[src/rtl/pad_filter_pkg.sv]
// Shared constants, lane state and tap-padding rule for pad_filter.
package pad_filter_pkg;

  localparam int unsigned KERNEL_W_MAX_DEFAULT       = 7;
  localparam int unsigned KERNEL_W_WIDTH             = $clog2(KERNEL_W_MAX_DEFAULT + 1);
  localparam int unsigned INDEX_IS_1X1_DEFAULT       = 0;
  localparam int unsigned INDEX_IS_COLS_1_K2_DEFAULT = 3;

  // All-zero encodes row start: col 0, tail idle.
  typedef struct packed {
    logic [KERNEL_W_WIDTH-1:0] col;
    logic                      tail;
    logic [KERNEL_W_WIDTH-1:0] t;
  } lane_state_t;

  // Tap j survives unless beyond the kernel, in the left pad or in the right pad.
  function automatic logic tap_kept(input int j, input int kw_1, input int half,
                                    input lane_state_t s);
    tap_kept = (j <= kw_1) && (j + int'(s.col) >= half) &&
               (!s.tail || (j + int'(s.t) <= 2 * half));
  endfunction

endpackage

[src/rtl/pad_filter_lane.sv]
// One lane of pad_filter: column/tail counters plus registered tap and partial-sum masks.
// Honours PAD_FILTER_1X1_EN (1x1 beats bypass padding).
module pad_filter_lane
  import pad_filter_pkg::*;
#(
  parameter int unsigned LANE_IDX = 0
) (
  input  logic                      aclk,
  input  logic                      aresetn,
  input  logic                      aclken,
  input  logic                      i_start,
  input  logic [KERNEL_W_WIDTH-1:0] i_kw_1,
  input  logic [KERNEL_W_WIDTH-1:0] i_half,
  input  logic                      i_valid,
  input  logic                      i_cols_flag,
  input  logic                      i_1x1_flag,
  output logic                      o_mask_full,
  output logic                      o_mask_partial
);

  lane_state_t r_state;
  lane_state_t w_beat;
  lane_state_t w_next;
  logic        w_last;
  logic        w_full;
  logic        w_partial;

  // State seen by this beat (start forces row start), its masks and the follow-on state.
  always_comb begin
    w_beat    = r_state;
    w_next    = '0;
    w_last    = 1'b0;
    w_full    = 1'b0;
    w_partial = 1'b0;
    if (i_start) begin
      w_beat = '0;
    end
    if (i_cols_flag) begin
      w_beat.tail = 1'b1;
      w_beat.t    = '0;
    end
    w_last = w_beat.tail && (w_beat.t == i_half);
    w_full = tap_kept(int'(LANE_IDX), int'(i_kw_1), int'(i_half), w_beat);
    for (int k = 0; k < int'(LANE_IDX); k++) begin
      if (tap_kept(k, int'(i_kw_1), int'(i_half), w_beat)) begin
        w_partial = 1'b1;
      end
    end
    w_partial = w_partial && (int'(LANE_IDX) <= int'(i_kw_1));
    if (!w_last) begin
      w_next.col  = (w_beat.col >= i_half) ? i_half : w_beat.col + KERNEL_W_WIDTH'(1);
      w_next.tail = w_beat.tail;
      w_next.t    = w_beat.tail ? w_beat.t + KERNEL_W_WIDTH'(1) : '0;
    end
`ifdef PAD_FILTER_1X1_EN
    if (i_1x1_flag) begin
      w_next    = '0;
      w_full    = (LANE_IDX == 0);
      w_partial = 1'b0;
    end
`endif
  end

`ifndef PAD_FILTER_1X1_EN
  logic w_unused_1x1;
  assign w_unused_1x1 = i_1x1_flag;
`endif

  always_ff @(posedge aclk or negedge aresetn) begin
    if (!aresetn) begin
      r_state        <= '0;
      o_mask_full    <= 1'b0;
      o_mask_partial <= 1'b0;
    end else if (aclken) begin
      if (i_valid) begin
        r_state        <= w_next;
        o_mask_full    <= w_full;
        o_mask_partial <= w_partial;
      end else if (i_start) begin
        r_state <= '0;
      end
    end
  end

endmodule

[src/rtl/pad_filter.sv]
// Convolution edge-padding mask generator: shared kernel width, one counter lane per tap.
// Optional macro PAD_FILTER_1X1_EN enables the 1x1 bypass mode.
module pad_filter
  import pad_filter_pkg::*;
#(
  parameter int unsigned DATA_WIDTH         = 16,
  parameter int unsigned KERNEL_W_MAX       = KERNEL_W_MAX_DEFAULT,
  parameter int unsigned TUSER_WIDTH        = 4,
  parameter int unsigned INDEX_IS_1x1       = INDEX_IS_1X1_DEFAULT,
  parameter int unsigned INDEX_IS_COLS_1_K2 = INDEX_IS_COLS_1_K2_DEFAULT
) (
  input  logic                      aclk,
  input  logic                      aresetn,
  input  logic                      aclken,
  input  logic                      start,
  input  logic [KERNEL_W_WIDTH-1:0] kernel_w_1_in,
  input  logic                      valid_last   [KERNEL_W_MAX-1:0],
  input  logic [TUSER_WIDTH-1:0]    user         [KERNEL_W_MAX-1:0],
  output logic                      mask_partial [KERNEL_W_MAX-1:1],
  output logic                      mask_full    [KERNEL_W_MAX-1:0]
);

  localparam int unsigned unused_data_width = DATA_WIDTH;

  logic [KERNEL_W_WIDTH-1:0] r_kw_1;
  logic [KERNEL_W_WIDTH-1:0] w_kw_1;
  logic [KERNEL_W_WIDTH-1:0] w_half;
  logic                      w_partial       [KERNEL_W_MAX-1:0];
  logic [KERNEL_W_MAX-1:0]   w_unused_user;
  logic                      w_unused_partial0;

  always_ff @(posedge aclk or negedge aresetn) begin
    if (!aresetn) begin
      r_kw_1 <= '0;
    end else if (aclken && start) begin
      r_kw_1 <= kernel_w_1_in;
    end
  end

  // A beat coinciding with start already uses the new kernel width.
  assign w_kw_1 = (aclken && start) ? kernel_w_1_in : r_kw_1;
  assign w_half = w_kw_1 >> 1;

  for (genvar i = 0; i < KERNEL_W_MAX; i++) begin : g_lane
    pad_filter_lane #(
      .LANE_IDX(i)
    ) u_lane (
      .aclk          (aclk),
      .aresetn       (aresetn),
      .aclken        (aclken),
      .i_start       (start),
      .i_kw_1        (w_kw_1),
      .i_half        (w_half),
      .i_valid       (valid_last[i]),
      .i_cols_flag   (user[i][INDEX_IS_COLS_1_K2]),
      .i_1x1_flag    (user[i][INDEX_IS_1x1]),
      .o_mask_full   (mask_full[i]),
      .o_mask_partial(w_partial[i])
    );
    assign w_unused_user[i] = ^user[i];
  end

  for (genvar i = 1; i < KERNEL_W_MAX; i++) begin : g_partial
    assign mask_partial[i] = w_partial[i];
  end

  // Lane 0 has no lower taps, so its partial mask has no output.
  assign w_unused_partial0 = w_partial[0];

endmodule

[config.mk]
export PLATFORM = sky130hd
export DESIGN_NAME = pad_filter
export DESIGN_NICKNAME = d
export VERILOG_FILES = /design/src/rtl/pad_filter_pkg.sv /design/src/rtl/pad_filter_lane.sv /design/src/rtl/pad_filter.sv
export SDC_FILE = /design/constraint.sdc
export NUM_CORES = 1
export LEC_CHECK = 0
export CAP_MARGIN = 30
export CELL_PAD_IN_SITES_DETAIL_PLACEMENT = 2
export CELL_PAD_IN_SITES_GLOBAL_PLACEMENT = 2
export CORE_UTILIZATION = 39
export CTS_CLUSTER_SIZE = 10
export DETAILED_ROUTE_END_ITERATION = 10
export GPL_ROUTABILITY_DRIVEN = 1
export PLACE_DENSITY = 0.95
export SLEW_MARGIN = 20
export SYNTH_ARGS = -nofsm -noshare
export SYNTH_HDL_FRONTEND = slang
export SYNTH_SLANG_ARGS = --single-unit
[constraint.sdc]
create_clock -name aclk -period 7.8 [get_ports aclk]
set_input_delay 2.34 -clock aclk [delete_from_list [all_inputs] [get_ports aclk]]
set_output_delay 2.34 -clock aclk [all_outputs]
set_load 0.02 [all_outputs]
; ---- Word level (Yosys, flattened, before mapping)
; Cells that the tools add are included.
[op_classes]
n_addsub = 56
magnitude_cmp = 69
eq_ne = 7
n_mux = 64
n_reduce_logical = 105
[ops]
columns = operator, n
row1 = 32-bit by 3-bit >= comparator with 1-bit output, 21
row2 = 32-bit by 4-bit <= comparator with 1-bit output, 21
row3 = 7-bit two-way mux, 21
row4 = "2-bit by 3-bit adder with 4-bit output, first input constant", 18
row5 = 1-bit logical AND, 63
row6 = "1-bit by 3-bit adder with 4-bit output, first input constant", 12
row7 = "3-bit by 3-bit adder with 4-bit output, first input constant", 12
row8 = 3-bit two-way mux, 15
row9 = "3-bit by 1-bit adder with 3-bit output, second input constant", 14
row10 = 3-bit by 2-bit >= comparator with 1-bit output, 14
row11 = 1-bit logical OR, 28
row12 = 4-bit two-way mux, 7
row13 = 3-bit by 2-bit equality test with 1-bit output, 7
row14 = 3-bit <= comparator, 7
row15 = 1-bit two-way mux, 21
row16 = 2-bit AND reduction, 7
row17 = "3-bit <= comparator, first input constant", 3
row18 = 1-bit zero test, 7
row19 = "2-bit by 3-bit <= comparator with 1-bit output, first input constant", 2
row20 = "1-bit by 3-bit <= comparator with 1-bit output, first input constant", 1
[word_totals]
register_bits = 65
inputBits = 42
out_inout_bits = 13
elab_cells = 336

; ---- Depth between registers and ports, before layout
[logic_depth]
depth_word = 12
depth_mapped = 15
mapped_depth_nobuf = 13

; ---- Cells and area by module
; Synthesis repeated with hierarchy kept, for this count alone.
[unflattened]
cells_unflattened = 918
area_unflattened_um2 = 7926.4
[by_module_without_submodules]
columns = mod, n_inst, cells_per_inst, area_each_um2, seq_area_each_um2
row1 = pad_filter_lane (g_lane[6].u_lane), 1, 182, 1506.4, 225.2
row2 = pad_filter_lane (g_lane[5].u_lane), 1, 163, 1351.3, 225.2
row3 = pad_filter_lane (g_lane[3].u_lane), 1, 138, 1239.9, 225.2
row4 = pad_filter_lane (g_lane[4].u_lane), 1, 143, 1211.2, 225.2
row5 = pad_filter_lane (g_lane[2].u_lane), 1, 113, 1027.2, 225.2
row6 = pad_filter_lane (g_lane[1].u_lane), 1, 99, 822.0, 225.2
row7 = pad_filter_lane (g_lane[0].u_lane), 1, 72, 638.1, 200.2
row8 = pad_filter, 1, 8, 130.1, 75.1

; ---- Worst setup path before layout
; Ideal clock, no wire load.
[synth_timing]
path_type = input-to-reg
start = input port start
end = register g_lane[6].u_lane.o_mask_partial
setup_ns = 0.152
t_arrival_ns = 5.665
t_required_ns = 7.648
setup_slack_ns = 1.982
stages = 9
n_path_buf = 2
path_cell_list = buf_2 and3_1 nor2_2 clkbuf_1 ha_1 a211oi_1 a21oi_1 a2111oi_0 a41oi_1
[synth_via]
elab_chain_len = 12
[synth_rtl]
columns = element, line_no
row1 = from (decl), pad_filter.sv:15  ; input logic start,
row2 = 7-bit two-way mux / 1-bit logical AND (equally long branches), n/a
row3 = 4-bit two-way mux / 3-bit two-way mux (equally long branches), "pad_filter_lane.sv:38, pad_filter.sv:41"
row4 = "1-bit by 3-bit adder with 4-bit output, or another cell as far along", pad_filter_pkg.sv:20  ; (!s.tail || (j + int'(s.t) <= 2 * half));
row5 = 32-bit by 4-bit <= comparator with 1-bit output / 1-bit logical OR (equally long branches), pad_filter_pkg.sv:20
row6 = 1-bit logical OR / 1-bit logical AND (equally long branches), "pad_filter_pkg.sv:20, pad_filter_pkg.sv:19"
row7 = 1-bit logical AND / 1-bit two-way mux (equally long branches), "pad_filter_pkg.sv:19, pad_filter_lane.sv:45"
row8 = 1-bit two-way mux (5 in a row), pad_filter_lane.sv:45  ; if (tap_kept(k, int'(i_kw_1), int'(i_half), w_beat)) begin
row9 = 1-bit logical AND *, pad_filter_lane.sv:49  ; w_partial = w_partial && (int'(LANE_IDX) <= int'(i_kw_1));
row10 = to (signal assigned), pad_filter_lane.sv:78  ; o_mask_partial <= w_partial;
row11 = to (decl), pad_filter_lane.sv:18  ; output logic o_mask_partial
; Mark *: on every way between the ends. The rest lies on a longest branch, timed or not.
; A chain may end at the register's enable or synchronous reset.

; ---- Final worst setup path
[layout_timing]
start = input port aclken
end = register g_lane[6].u_lane.o_mask_partial
[layout_via]
elab_chain_len = 12
[layout_rtl]
columns = element, line_no
row1 = from (decl), pad_filter.sv:14  ; input logic aclken,
row2 = "parallel branches: the longest is 12 deep, another holds 32-bit by 3-bit >= comparator with 1-bit output", n/a
; Several ways; the timed one is not identified.

==> out/results.ini <==
[pwr]
finalPower_uw = 1432
p_per_area_nw_per_um2 = 191.3
power.leakage_uw = 0.003582
ir_drop_v = 0.0001117

[detailed_routing]
wl_met2_mm = 13.02
route.vias.total = 6413
wl_per_cell_um = 23.89
final_antenna_net_count = 0
met3_length_um = 759
vias_per_cell = 6.039
dr.pass1.iters = 4
route.detailed.drc = 0
routed.top_layer = met4
drtIter0Drc = 348
wl_met1_mm = 10.78
wirelength_mm = 25.37

[final_layout]
drive_above_1_share_pct = 4.513
fin_nets = 1013
insertedDiodeCount = 0
final_common_cell = ha_1
final_cell_mix = 130 x ha_1, 127 x nand2_1, 67 x inv_1
area_delta_synth_final_pct = 12.31

[setup_path]
critPathMaxFanout = 23
crit_required_ns = 7.99
crit_path_start_kind = primary input
arrival_ns = 6.35
reg2reg_from = r_kw_1[2]
startpoint = aclken
crit_type = primary input to flip-flop
cp-end-kind = flip-flop
worst-r2r-setup-slack_ns = 4.16

[yosys]
synthesis.area_um2 = 6665
yosys_warnings = 0
seq_area_frac_synth_pct = 24.40
postSynth.asyncResetShare_pct = 100.0
ys.flop_type = dfrtp_1
syn_nets = 986
synth.top_cell.area_share_pct = 24.40
synth.area.top_cells = dfrtp_1 24%, ha_1 24%, nand2_1 7.2%
netlist_instances = 810
synth_area_per_cell_um2 = 8.229
synth_largest_area_cell = dfrtp_1
synth-edff-count = 0
ys_ff_latch = 65
synth_cell_types = 69

[sta]
fin_crit_ns = 6.155
hold_viol = 0
setup_viol = 0
setup_tns_ns = 0
whs_ns = 0.4802
clock.fmax_ghz = 0.1625
rsz0062_at_grt = no
final-max-slew-violation-count = 0
finalCritPeriodShare_pct = 78.91
max_slew.worst_pin.slew_ns = 0.9780
fin_skew_ns = 0.008776
slew-limit-headroom_pct = 34.56

[floorplan]
rows = 47
die-area_um2 = 17620
design.core.area_um2 = 16640
io_pins = 55
fp.dieW_um = 132.7
dieHeight_um = 132.7
start_util_pct = 40.05

[clock_tree]
numClockSinks = 65
cts_made_buffers = 9
clk_pin_slew_worst_paths_ns = 0.06
cts-root-buf = clkbuf_16
clk_path_buf_depth = 2
cts_setup_buffers = 0
cts_resized = 0
htreeDepth = 3
clk_latency_ns = 0.36
hold_buffers = 0
cts_tree = built

[worst_hold_path]
worstHoldPathType = flip-flop to flip-flop
min_from = g_lane[3].u_lane.r_state[3]

[grt]
grt_use_total_pct = 30.34
grt_pass1_vias = 7446
grt_pass1_wl_mm = 41.26
grt_overflow_total = 0
antenna_found_initial = 0
grt_max_degree = 66

[run_status]
status = completed

[flow_run]
maxCapViolCount = 0

[place]
portBuffers = 33
place_hpwl_mm = 17.33
globalplace.congestion = 0.8232

registers in the layout (all words and copies together), names as in the netlist:
name and flops:
g_lane.u_lane.o_mask_full 7, r_kw_1 3, g_lane.u_lane.o_mask_partial 6, g_lane.u_lane.r_state 49
cell families (layout without fill, tap and decap cells):
logic type	count (synthesis)	in the layout	share of synthesized area [%]
adder cells (fa/ha/maj)	134	134	25.61
multiplexers	1	1	0.1689
AO/OA/AOI/OAI	227	227	22.34
XOR/XNOR	27	27	3.548
AND/OR/NAND/NOR	255	255	17.42
buffers and inverters	101	133	6.514
flip-flops	65	65	24.40
area by class of cell:
cell class	count	area [um^2]
Timing Repair Buffer	46	431.7
Inverter	71	266.5
Clock inverter	2	12.51
Multi-Input combinational cell	644	4609
Clock buffer	14	264.0
Sequential cell	65	1627
Tap cell	220	275.3
Fill cell	1841	9156
where the power goes:
group | total [uW] | internal (uW) | switching [uW]
registers | 431 | 383 | 47.4
logic | 589 | 224 | 366
clock network | 412 | 233 | 179
layer usage:
metal,global-route usage (%),vias to the layer above
met1,35.88,3291
met4,15.39,0
met5,0,-
met3,3.908,60
met2,53.74,144
li1,-,2918
synth_stat cells, types with 6 or more instances:
library cell / n
xor2_1: 7
a21oi_1: 60
xnor2_1: 20
nor3_1: 11
nor2b_1: 14
dfrtp_1: 65
a22o_1: 11
o31ai_1: 13
clkbuf_1: 8
inv_1: 67
ha_1: 130
nand2b_1: 9
buf_4: 13
a211oi_1: 9
o21ai_0: 48
o21ai_1: 12
a221oi_1: 6
nor2_1: 47
a311oi_1: 8
nand2_1: 127
nand3_1: 14
a31oi_1: 10
critical path, cell delays in order:
cell and delay, ns:
clkdlybuf4s50_1 0.88, a21boi_1 0.31, nor2_4 0.71, buf_4 0.43, ha_1 0.25, a21oi_1 0.11, a311oi_1 0.35, o21ai_1 0.14
a2111oi_0 0.60, a41oi_1 0.22
path summary, 6_finish.rpt:
check	cells past startpoint	endpoint
max in group asynchronous	2	g_lane[2].u_lane.r_state[6]
setup / recovery	10	g_lane[6].u_lane.o_mask_partial
hold reg to reg	1	g_lane[3].u_lane.r_state[3]
hold / removal	1	g_lane[3].u_lane.r_state[3]
setup reg to reg	9	g_lane[6].u_lane.o_mask_partial
min in group asynchronous	1	g_lane[0].u_lane.r_state[4]
through the flow:
step	cell area, um^2	cells	setup WS, ns	utilization [%]
after floorplan	6665	810	1.983	-
after global placement	7181	1043	1.576	43.15
after detailed placement	7184	1044	1.456	43.17
after CTS	7461	1060	1.781	44.83
after global routing	7486	1062	1.534	44.98
final	7486	1062	1.645	44.98
Power figures use the tool's default switching activity.
